### src/rtl/csr_access_unit_pkg.sv
// Shared definitions for the CSR access unit: funct3 encodings, CSR address
// constants and the access FSM state encoding.
package csr_access_unit_pkg;

    localparam int XLEN    = 32;
    localparam int CSR_AW  = 12;
    localparam int FIELD_W = 5;

    localparam logic [2:0] F3_CSRRW  = 3'b001;
    localparam logic [2:0] F3_CSRRS  = 3'b010;
    localparam logic [2:0] F3_CSRRC  = 3'b011;
    localparam logic [2:0] F3_CSRRWI = 3'b101;
    localparam logic [2:0] F3_CSRRSI = 3'b110;
    localparam logic [2:0] F3_CSRRCI = 3'b111;

    localparam logic [CSR_AW-1:0] CSR_MSTATUS  = 12'h300;
    localparam logic [CSR_AW-1:0] CSR_MIE      = 12'h304;
    localparam logic [CSR_AW-1:0] CSR_MSCRATCH = 12'h340;
    localparam logic [CSR_AW-1:0] CSR_MHARTID  = 12'hF14;

    // address[11:10] == 2'b11 marks the read-only CSR space
    localparam logic [1:0] RO_REGION = 2'b11;

    typedef enum logic [1:0] {
        ST_IDLE    = 2'd0,
        ST_READ    = 2'd1,
        ST_WRITE   = 2'd2,
        ST_RESPOND = 2'd3
    } csr_state_e;

endpackage

### src/rtl/csr_access_unit_if.sv
// Bus bundle for the CSR access unit: core request, CSR file port and core response.
interface csr_access_unit_if;
    import csr_access_unit_pkg::*;

    // Handshakes: a transfer happens on a rising edge where valid && ready;
    // the sender holds valid and payload stable until that edge.
    logic                 request_valid;
    logic                 request_ready;
    logic [2:0]           request_funct3;
    logic [CSR_AW-1:0]    request_csr_address;
    logic [FIELD_W-1:0]   request_rs1_field;
    logic [XLEN-1:0]      request_rs1_value;

    logic [CSR_AW-1:0]    csr_address;
    logic [XLEN-1:0]      csr_read_value;
    logic [XLEN-1:0]      csr_write_value;
    logic                 csr_write_enable;

    logic                 response_valid;
    logic                 response_ready;
    logic [XLEN-1:0]      response_value;
    logic                 response_illegal;

    modport slave (
        input  request_valid, request_funct3, request_csr_address,
               request_rs1_field, request_rs1_value,
        output request_ready,
        output csr_address, csr_write_value, csr_write_enable,
        input  csr_read_value,
        output response_valid, response_value, response_illegal,
        input  response_ready
    );

    modport master (
        output request_valid, request_funct3, request_csr_address,
               request_rs1_field, request_rs1_value,
        input  request_ready,
        input  csr_address, csr_write_value, csr_write_enable,
        output csr_read_value,
        input  response_valid, response_value, response_illegal,
        output response_ready
    );

endinterface

### src/rtl/csr_rmw.sv
// Combinational read-modify-write: new CSR value, write suppression and
// illegal-access detection for one Zicsr instruction.
module csr_rmw
    import csr_access_unit_pkg::*;
(
    input  logic [2:0]         funct3,
    input  logic [1:0]         address_region,
    input  logic [FIELD_W-1:0] rs1_field,
    input  logic [XLEN-1:0]    rs1_value,
    input  logic [XLEN-1:0]    old_value,
    output logic [XLEN-1:0]    new_value,
    output logic               write_suppress,
    output logic               illegal
);

    logic [XLEN-1:0] source;

    always_comb begin
        source         = funct3[2] ? {{(XLEN-FIELD_W){1'b0}}, rs1_field} : rs1_value;
        new_value      = old_value;
        write_suppress = 1'b0;
        illegal        = 1'b0;

        case (funct3[1:0])
            2'b01:   new_value = source;
            2'b10:   new_value = old_value | source;
            2'b11:   new_value = old_value & ~source;
            default: new_value = old_value;
        endcase

        // Set/clear with x0 or zimm=0 are pure reads, so they may target read-only CSRs
        write_suppress = funct3[1] && (rs1_field == '0);
        illegal        = (funct3[1:0] == 2'b00) ||
                         (!write_suppress && (address_region == RO_REGION));
    end

endmodule

### src/rtl/csr_access_unit.sv
// Sequences one CSR instruction: latch request, read old value, optional
// single-cycle write, then hold the response until the core takes it.
module csr_access_unit
    import csr_access_unit_pkg::*;
(
    input  logic                clock,
    input  logic                reset_n,
    input  logic                abort,
    csr_access_unit_if.slave    bus,
    output csr_state_e          debug_state
);

    csr_state_e           state;
    logic [2:0]           funct3_q;
    logic [CSR_AW-1:0]    address_q;
    logic [FIELD_W-1:0]   field_q;
    logic [XLEN-1:0]      rs1_value_q;
    logic [XLEN-1:0]      old_q;
    logic                 illegal_q;
    logic                 write_enable_q;
    logic [XLEN-1:0]      write_value_q;
    logic                 response_valid_q;
    logic [XLEN-1:0]      response_value_q;
    logic                 response_illegal_q;

    logic [XLEN-1:0]      rmw_new_value;
    logic                 rmw_suppress;
    logic                 rmw_illegal;

    csr_rmw u_rmw (
        .funct3         (funct3_q),
        .address_region (address_q[11:10]),
        .rs1_field      (field_q),
        .rs1_value      (rs1_value_q),
        .old_value      (bus.csr_read_value),
        .new_value      (rmw_new_value),
        .write_suppress (rmw_suppress),
        .illegal        (rmw_illegal)
    );

    always_ff @(posedge clock or negedge reset_n) begin
        if (!reset_n) begin
            state              <= ST_IDLE;
            funct3_q           <= '0;
            address_q          <= '0;
            field_q            <= '0;
            rs1_value_q        <= '0;
            old_q              <= '0;
            illegal_q          <= 1'b0;
            write_enable_q     <= 1'b0;
            write_value_q      <= '0;
            response_valid_q   <= 1'b0;
            response_value_q   <= '0;
            response_illegal_q <= 1'b0;
        end else begin
            case (state)
                ST_IDLE: begin
                    if (bus.request_valid) begin
                        funct3_q    <= bus.request_funct3;
                        address_q   <= bus.request_csr_address;
                        field_q     <= bus.request_rs1_field;
                        rs1_value_q <= bus.request_rs1_value;
                        state       <= ST_READ;
                    end
                end
                ST_READ: begin
                    if (abort) begin
                        state <= ST_IDLE;
                    end else begin
                        old_q          <= bus.csr_read_value;
                        illegal_q      <= rmw_illegal;
                        write_enable_q <= !rmw_suppress && !rmw_illegal;
                        write_value_q  <= rmw_new_value;
                        state          <= ST_WRITE;
                    end
                end
                ST_WRITE: begin
                    write_enable_q <= 1'b0;
                    if (abort) begin
                        state <= ST_IDLE;
                    end else begin
                        response_valid_q   <= 1'b1;
                        response_value_q   <= illegal_q ? '0 : old_q;
                        response_illegal_q <= illegal_q;
                        state              <= ST_RESPOND;
                    end
                end
                ST_RESPOND: begin
                    if (bus.response_ready) begin
                        response_valid_q <= 1'b0;
                        state            <= ST_IDLE;
                    end
                end
                default: state <= ST_IDLE;
            endcase
        end
    end

    assign bus.request_ready    = (state == ST_IDLE);
    assign bus.csr_address      = address_q;
    assign bus.csr_write_value  = write_value_q;
    // An abort arriving during the write cycle must cancel the write in that same cycle
    assign bus.csr_write_enable = write_enable_q && !abort;
    assign bus.response_valid   = response_valid_q;
    assign bus.response_value   = response_value_q;
    assign bus.response_illegal = response_illegal_q;
    assign debug_state          = state;

endmodule

### src/flat_wrapper.sv
// flat-port wrapper written by rule: the top's interface ports become plain ports
module csr_access_unit_flat import csr_access_unit_pkg::*;
  (clock, reset_n, abort, debug_state, bus_request_valid, bus_request_funct3, bus_request_csr_address, bus_request_rs1_field, bus_request_rs1_value, bus_request_ready, bus_csr_address, bus_csr_write_value, bus_csr_write_enable, bus_csr_read_value, bus_response_valid, bus_response_value, bus_response_illegal, bus_response_ready);
  csr_access_unit_if bus_i ();
  input  logic clock;
  input  logic reset_n;
  input  logic abort;
  output csr_state_e debug_state;
  input wire logic [$bits(bus_i.request_valid)-1:0] bus_request_valid;
  input wire logic [$bits(bus_i.request_funct3)-1:0] bus_request_funct3;
  input wire logic [$bits(bus_i.request_csr_address)-1:0] bus_request_csr_address;
  input wire logic [$bits(bus_i.request_rs1_field)-1:0] bus_request_rs1_field;
  input wire logic [$bits(bus_i.request_rs1_value)-1:0] bus_request_rs1_value;
  output wire logic [$bits(bus_i.request_ready)-1:0] bus_request_ready;
  output wire logic [$bits(bus_i.csr_address)-1:0] bus_csr_address;
  output wire logic [$bits(bus_i.csr_write_value)-1:0] bus_csr_write_value;
  output wire logic [$bits(bus_i.csr_write_enable)-1:0] bus_csr_write_enable;
  input wire logic [$bits(bus_i.csr_read_value)-1:0] bus_csr_read_value;
  output wire logic [$bits(bus_i.response_valid)-1:0] bus_response_valid;
  output wire logic [$bits(bus_i.response_value)-1:0] bus_response_value;
  output wire logic [$bits(bus_i.response_illegal)-1:0] bus_response_illegal;
  input wire logic [$bits(bus_i.response_ready)-1:0] bus_response_ready;
  assign bus_i.request_valid = bus_request_valid;
  assign bus_i.request_funct3 = bus_request_funct3;
  assign bus_i.request_csr_address = bus_request_csr_address;
  assign bus_i.request_rs1_field = bus_request_rs1_field;
  assign bus_i.request_rs1_value = bus_request_rs1_value;
  assign bus_request_ready = bus_i.request_ready;
  assign bus_csr_address = bus_i.csr_address;
  assign bus_csr_write_value = bus_i.csr_write_value;
  assign bus_csr_write_enable = bus_i.csr_write_enable;
  assign bus_i.csr_read_value = bus_csr_read_value;
  assign bus_response_valid = bus_i.response_valid;
  assign bus_response_value = bus_i.response_value;
  assign bus_response_illegal = bus_i.response_illegal;
  assign bus_i.response_ready = bus_response_ready;
  csr_access_unit u_core (.clock(clock), .reset_n(reset_n), .abort(abort), .bus(bus_i), .debug_state(debug_state));
endmodule
### config.mk
export PLATFORM = sky130hd
export DESIGN_NAME = csr_access_unit_flat
export DESIGN_NICKNAME = d
export VERILOG_FILES = /design/src/rtl/csr_access_unit_pkg.sv /design/src/rtl/csr_access_unit_if.sv /design/src/rtl/csr_rmw.sv /design/src/rtl/csr_access_unit.sv /design/src/flat_wrapper.sv
export SDC_FILE = /design/constraint.sdc
export NUM_CORES = 1
export LEC_CHECK = 0
export BUFFER_PORTS_ARGS = -buffer_cell sky130_fd_sc_hd__buf_2
export CELL_PAD_IN_SITES_DETAIL_PLACEMENT = 1
export CELL_PAD_IN_SITES_GLOBAL_PLACEMENT = 2
export CORE_UTILIZATION = 34
export DETAILED_ROUTE_END_ITERATION = 8
export PLACE_DENSITY_LB_ADDON = 0.1
export SETUP_SLACK_MARGIN = 0.1
export SYNTH_ARGS = -nofsm -noshare
export SYNTH_HDL_FRONTEND = slang
export SYNTH_SLANG_ARGS = --single-unit
### constraint.sdc
create_clock -name clock -period 1.6 [get_ports clock]
set_input_delay 0.16 -clock clock [delete_from_list [all_inputs] [get_ports clock]]
set_output_delay 0.16 -clock clock [all_outputs]
set_load 0.1 [all_outputs]
After elaboration in Yosys (flattened, before gate mapping)
Index checks and enable logic that the tools add are counted.

Equality and inequality tests: 11. Multiplexer cells: 13. Bitwise operators: 4. Reductions and logical operators: 19.

Operator list (count): case mux 32 bit (3 select lines) (1); 2-to-1 mux 32 bit (2); AND 32 bit (1); inverter 32 bit (1); OR 32 bit (1); equality test 2 bit (second input constant) (5); AND reduction 2 bit (5); 2-to-1 mux 2 bit (4); inequality test 2 bit (second input constant) (4); case mux 2 bit (4 select lines) (1); zero test 5 bit (1); equality test 2 x 1 -> 1 bit (second input constant) (2); logical AND 1 bit (4); zero test 2 bit (2); case mux 1 bit (2 select lines) (2); nonzero test 2 bit (2); zero test 1 bit (3); 2-to-1 mux 1 bit (3); AND reduction 3 bit (1); logical OR 1 bit (1); inverter 1 bit (1).

Flip-flop bits (word level): 154. Input bits: 89. Logic and storage cells: 59.

Depth between registers and ports, before layout
Word-level depth: 9. Mapped depth: 6.

Hierarchy
From an unflattened synthesis, not the netlist that was laid out.

Cells, all modules: 562. Area total of the unflattened synthesis: 6971.7 µm².

By module, submodules not included: csr_access_unit (instances 1, cells each 414, area each 6022.0 µm², seq. area each 3853.7 µm²); csr_rmw (instances 1, cells each 148, area each 949.7 µm², seq. area each 0.0 µm²).

Least setup slack after synthesis
Ideal clock, no wire load.

Kind: reg2reg. Start point: register u_core.state[0], in the netlist u_core.debug_state[0]. End point: register u_core.address_q[10], in the netlist u_core.bus.csr_address[10]. Setup time: 0.126 ns. Data arrival time: 3.117 ns. Required time: 1.474 ns. Slack: -1.643 ns. Cell stages (with the launch flop): 6. Path buffers: 2. Clock period less this slack: 3.243 ns. Cells stage by stage: dfrtp_1 nor2_1 and2_1 buf_6 buf_6 mux2_2.

Longest elaborated chain between the ends: 2.

Ends and longest elaborated chain: from (decl) (line csr_access_unit.sv:13) `csr_state_e state;`; from (signal assigned) (line csr_access_unit.sv:43) `state <= ST_IDLE;`; from (signal assigned) (line csr_access_unit.sv:63) `state <= ST_READ;`; from (signal assigned) (line csr_access_unit.sv:68) `state <= ST_IDLE;`; zero test 2 bit; via bus_request_ready (line flat_wrapper.sv:14) `output wire logic [$bits(bus_i.request_ready)-1:0] bus_request_ready;`; AND reduction 2 bit (no source line); to (signal assigned) (line csr_access_unit.sv:60) `address_q <= bus.request_csr_address;`; to (decl) (line csr_access_unit.sv:15) `logic [CSR_AW-1:0] address_q;`.

The timed path passes the listed nets, and every way through them passes these cells. A chain may end at the register's enable or synchronous reset.

Worst setup path after layout
Start point: register u_core.funct3_q[2]. End point: register u_core.write_value_q[25], in the netlist u_core.bus.csr_write_value[25].

Longest elaborated chain between the ends: 4.

Ends and longest elaborated chain: from (decl) (line csr_access_unit.sv:14) `logic [2:0] funct3_q;`; from (signal assigned) (line csr_access_unit.sv:59) `funct3_q <= bus.request_funct3;`; 2-to-1 mux 32 bit (*) (line csr_rmw.sv:19) `source = funct3[2] ? {{(XLEN-FIELD_W){1'b0}}, rs1_field} : rs1_value;`; inverter 32 bit (line csr_rmw.sv:27) `2'b11: new_value = old_value & ~source;`; AND 32 bit (line csr_rmw.sv:27); case mux 32 bit (3 select lines) (*) (line csr_rmw.sv:24) `case (funct3[1:0])`; to (signal assigned) (line csr_access_unit.sv:73) `write_value_q <= rmw_new_value;`; to (decl) (line csr_access_unit.sv:21) `logic [XLEN-1:0] write_value_q;`.

Every way passes the cells marked *; elsewhere a longest branch is shown, timed or not.

==> impl_metrics.csv <==
group,metric,value,unit
status,status,"finished, violations left",
status,violations,"setup timing",
floorplan,fp-row-count,52,
yosys,synth.most_common_cell,"dfrtp_1",
detailed_routing,viasPerCell,4.98,
global_route,grtUsageTotal,21.8,%
sta,setup_viol_count_final,11,
placement,dp.cells,1055,
yosys,yosysWarningCount,0,
worst_setup_path,start_kind,"flip-flop",
yosys,synthTopCellsByCount,"dfrtp_1, nand2_1, mux2_2, nand2b_1, o21ai_0",
clock_tree,cts-root-buf,"clkbuf_16",
yosys,synth_top_area_share,55.0,%
global_route,grt_pass1_vias,6406,
yosys,synth_ff_type,"dfrtp_1",
clock_tree,cts_made_buffers,17,
detailed_routing,totalWireLength,24100,um
detailed_routing,ant_nets,0,
placement,io_buffer_count,170,
yosys,yosysSeqAreaShare,55.0,%
final_layout,nets,1004,
worst_setup_path,crit_path_max_fanout,7,
global_route,grt_overflow,0,
sta,period_share,103,%
clock_tree,htree_levels,4,
detailed_routing,drt_first_iter_violations,403,
placement,post-place-ws,-0.433,ns
clock_tree,cts.path.max_buffers,2,
sta,fin_ws,-0.0531,ns
floorplan,initial_core_util,34.6,%
yosys,syn_area_per_cell,10.9,um2
placement,place.gp.congestion,0.755,
yosys,synth.area.top_cells,"dfrtp_1, mux2_2, nand2_1",
sta,worstMarginPinSlew,0.812,ns
final_layout,area_growth,54.9,%
yosys,synth_edf_count,0,
yosys,async_reset_ff_share,100,%
floorplan,core-area,20200,um2
sta,relSlewSlack,45.9,%
worst_setup_path,worstPathRequired,1.89,ns
floorplan,die_w,146,um
worst_setup_path,cpPeakStageDelay,0.45,ns
sta,holdWs,0.0202,ns
sta,drv_slew,0,
worst_setup_path,cpMaxStageDelayCell,"dfrtp_2",
sta,fin_skew,0.00610,ns
yosys,synth.distinct_cells,32,
yosys,yosys.area.top_type,"dfrtp_1",
global_route,grt_max_degree,70,
final_layout,layout-drive-gt1-share,45.2,%
detailed_routing,drc,0,
detailed_routing,wl_per_cell,20.1,um
job,maxCapViolCount,0,
worst_setup_path,crit_chain,"buf_4 > buf_12 > nand2b_4 > mux2_4 > a222oi_1 > o21ai_1",
worst_hold_path,hold_class,"in -> reg",
detailed_routing,dr.pass1.iters,6,
sta,period_needed,1.65,ns
sta,rsz0062_at_grt,"true",
worst_setup_path,criticalPathCategory,"reg -> reg",
sta,fmax,605,MHz
floorplan,die-height,146,um
worst_setup_path,cp_top_family,"flip-flops",
floorplan,die_area,21200,um2
detailed_routing,vias,5970,
clock_tree,cts_tree,"done",
floorplan,ioPinCount,171,
global_route,grt_pass1_wl,35800,um
final_layout,stdcell_count,1199,
clock_tree,cts.sinks,154,
sta,hold_violations,0,
clock_tree,clkTransAtPathRegs,0.06,ns
yosys,netlist_area,7010,um2
yosys,syn_nets,733,
worst_setup_path,end_kind,"flip-flop",
worst_setup_path,cp.arrival,1.94,ns
worst_setup_path,crit_buf_inv,2,
yosys,synthCells,644,
global_route,antenna_found_initial,1,
yosys,ys_ff_latch,154,
clock_tree,clock_latency,0.41,ns
placement,hpwl,13700,um
-- routing by layer --
metal / vias up / GRT usage [%] / wire [um]
met3: 26 / 4.33 / 1050
met4: 0 / 7.21 / 410
met5: - / 0 / 0
met2: 162 / 36.7 / 11800
met1: 2999 / 28.1 / 10800
li1: 2783 / - / -
-- worst reg2reg max path: cells and delay by family, from the launching register on --
| family | cells | cell delay [ns] |
|---|---|---|
| AOI/OAI and AO/OA | 2 | 0.37 |
| and+or+nand+nor | 1 | 0.13 |
| muxes | 1 | 0.29 |
| DFF | 1 | 0.45 |
| buffers and inverters | 2 | 0.29 |
-- per-stage QoR --
step           utilization (%)  area, um2  setup TNS [ns]
6_report                  53.7      10900          -0.205
3_3_place_gp              40.5       8200           -8.64
4_1_cts                   50.2      10200         -0.0205
5_1_grt                   53.7      10900           -1.79
2_1_floorplan                -       7090          -26.95
3_5_place_dp              40.5       8200          -10.52
-- final cells by class --
type                            instances  area, um2
Multi-Input combinational cell        431       3450
Timing Repair Buffer                  295       2530
Tap cell                              270        338
Clock buffer                           21        440
Fill cell                            2150       9380
Inverter                               16       62.6
Antenna cell                            1       2.50
Clock inverter                         11        171
Sequential cell                       154       3860
-- cell families after synthesis --
logic type             Yosys count  share of synthesized area (%)
DFF                            154                           55.0
and+or+nand+nor                221                           14.7
AOI/OAI and AO/OA              123                           12.1
muxes                           84                           13.2
buffers and inverters           62                           5.07
-- path summary, 6_finish.rpt --
path	startpoint	end	slack (ns)	cells after the start
worst max-delay path	u_core.funct3_q[2]	u_core.bus.csr_write_value[25]	-0.05	6
worst min-delay path	bus_csr_read_value[25]	u_core.old_q[25]	0.02	3
worst max register to register	u_core.funct3_q[2]	u_core.bus.csr_write_value[25]	-0.05	6
worst min register to register	u_core.old_q[21]	u_core.old_q[21]	0.48	2
max in group asynchronous	reset_n	u_core.bus.csr_write_value[1]	0.85	3
min in group asynchronous	reset_n	u_core.bus.response_value[10]	0.12	2
-- flip-flops by register name (all words and copies together), names as in the netlist --
name                         count
u_core.illegal_q                 1
u_core.bus.response_illegal      1
u_core.debug_state               2
u_core.rs1_value_q              32
u_core.old_q                    32
u_core.write_enable_q            1
u_core.bus.response_valid        1
u_core.funct3_q                  3
u_core.bus.csr_write_value      32
u_core.bus.csr_address          12
u_core.bus.response_value       32
u_core.field_q                   5
-- repair_timing --
item                                   4_1_cts  5_1_grt
endpoints found under the hold margin      216        0
buffers inserted                            15       12
cloned                                       9       13
gates resized for setup                     89       95
hold buffers                                63        0
pin swaps                                   20       41
setup endpoints to repair                  114      117
-- placed cells by master, fill, tap and decap left out, types with 3 or more instances in the layout --
| cell | n |
|---|---|
| clkbuf_4 | 3 |
| a21oi_1 | 5 |
| nand2b_4 | 16 |
| nor2_1 | 6 |
| mux2i_4 | 5 |
| mux2i_1 | 13 |
| mux2_2 | 12 |
| nand2b_1 | 49 |
| dfrtp_1 | 150 |
| buf_16 | 8 |
| clkbuf_16 | 26 |
| o21ai_1 | 40 |
| clkinvlp_4 | 5 |
| buf_6 | 10 |
| nand2_1 | 111 |
| inv_1 | 14 |
| buf_12 | 16 |
| buf_2 | 163 |
| mux2_4 | 54 |
| o21ai_0 | 17 |
| nand2_2 | 13 |
| nand2_4 | 17 |
| bufinv_16 | 4 |
| o21ai_2 | 23 |
| o221ai_1 | 5 |
| or3_4 | 3 |
| dlygate4sd3_1 | 63 |
| clkbuf_1 | 4 |
| buf_4 | 22 |
| a222oi_1 | 27 |
Power is left out: the tool's default activity adds up to more than one toggle a clock period on the data nets, which glitch-free logic cannot reach.
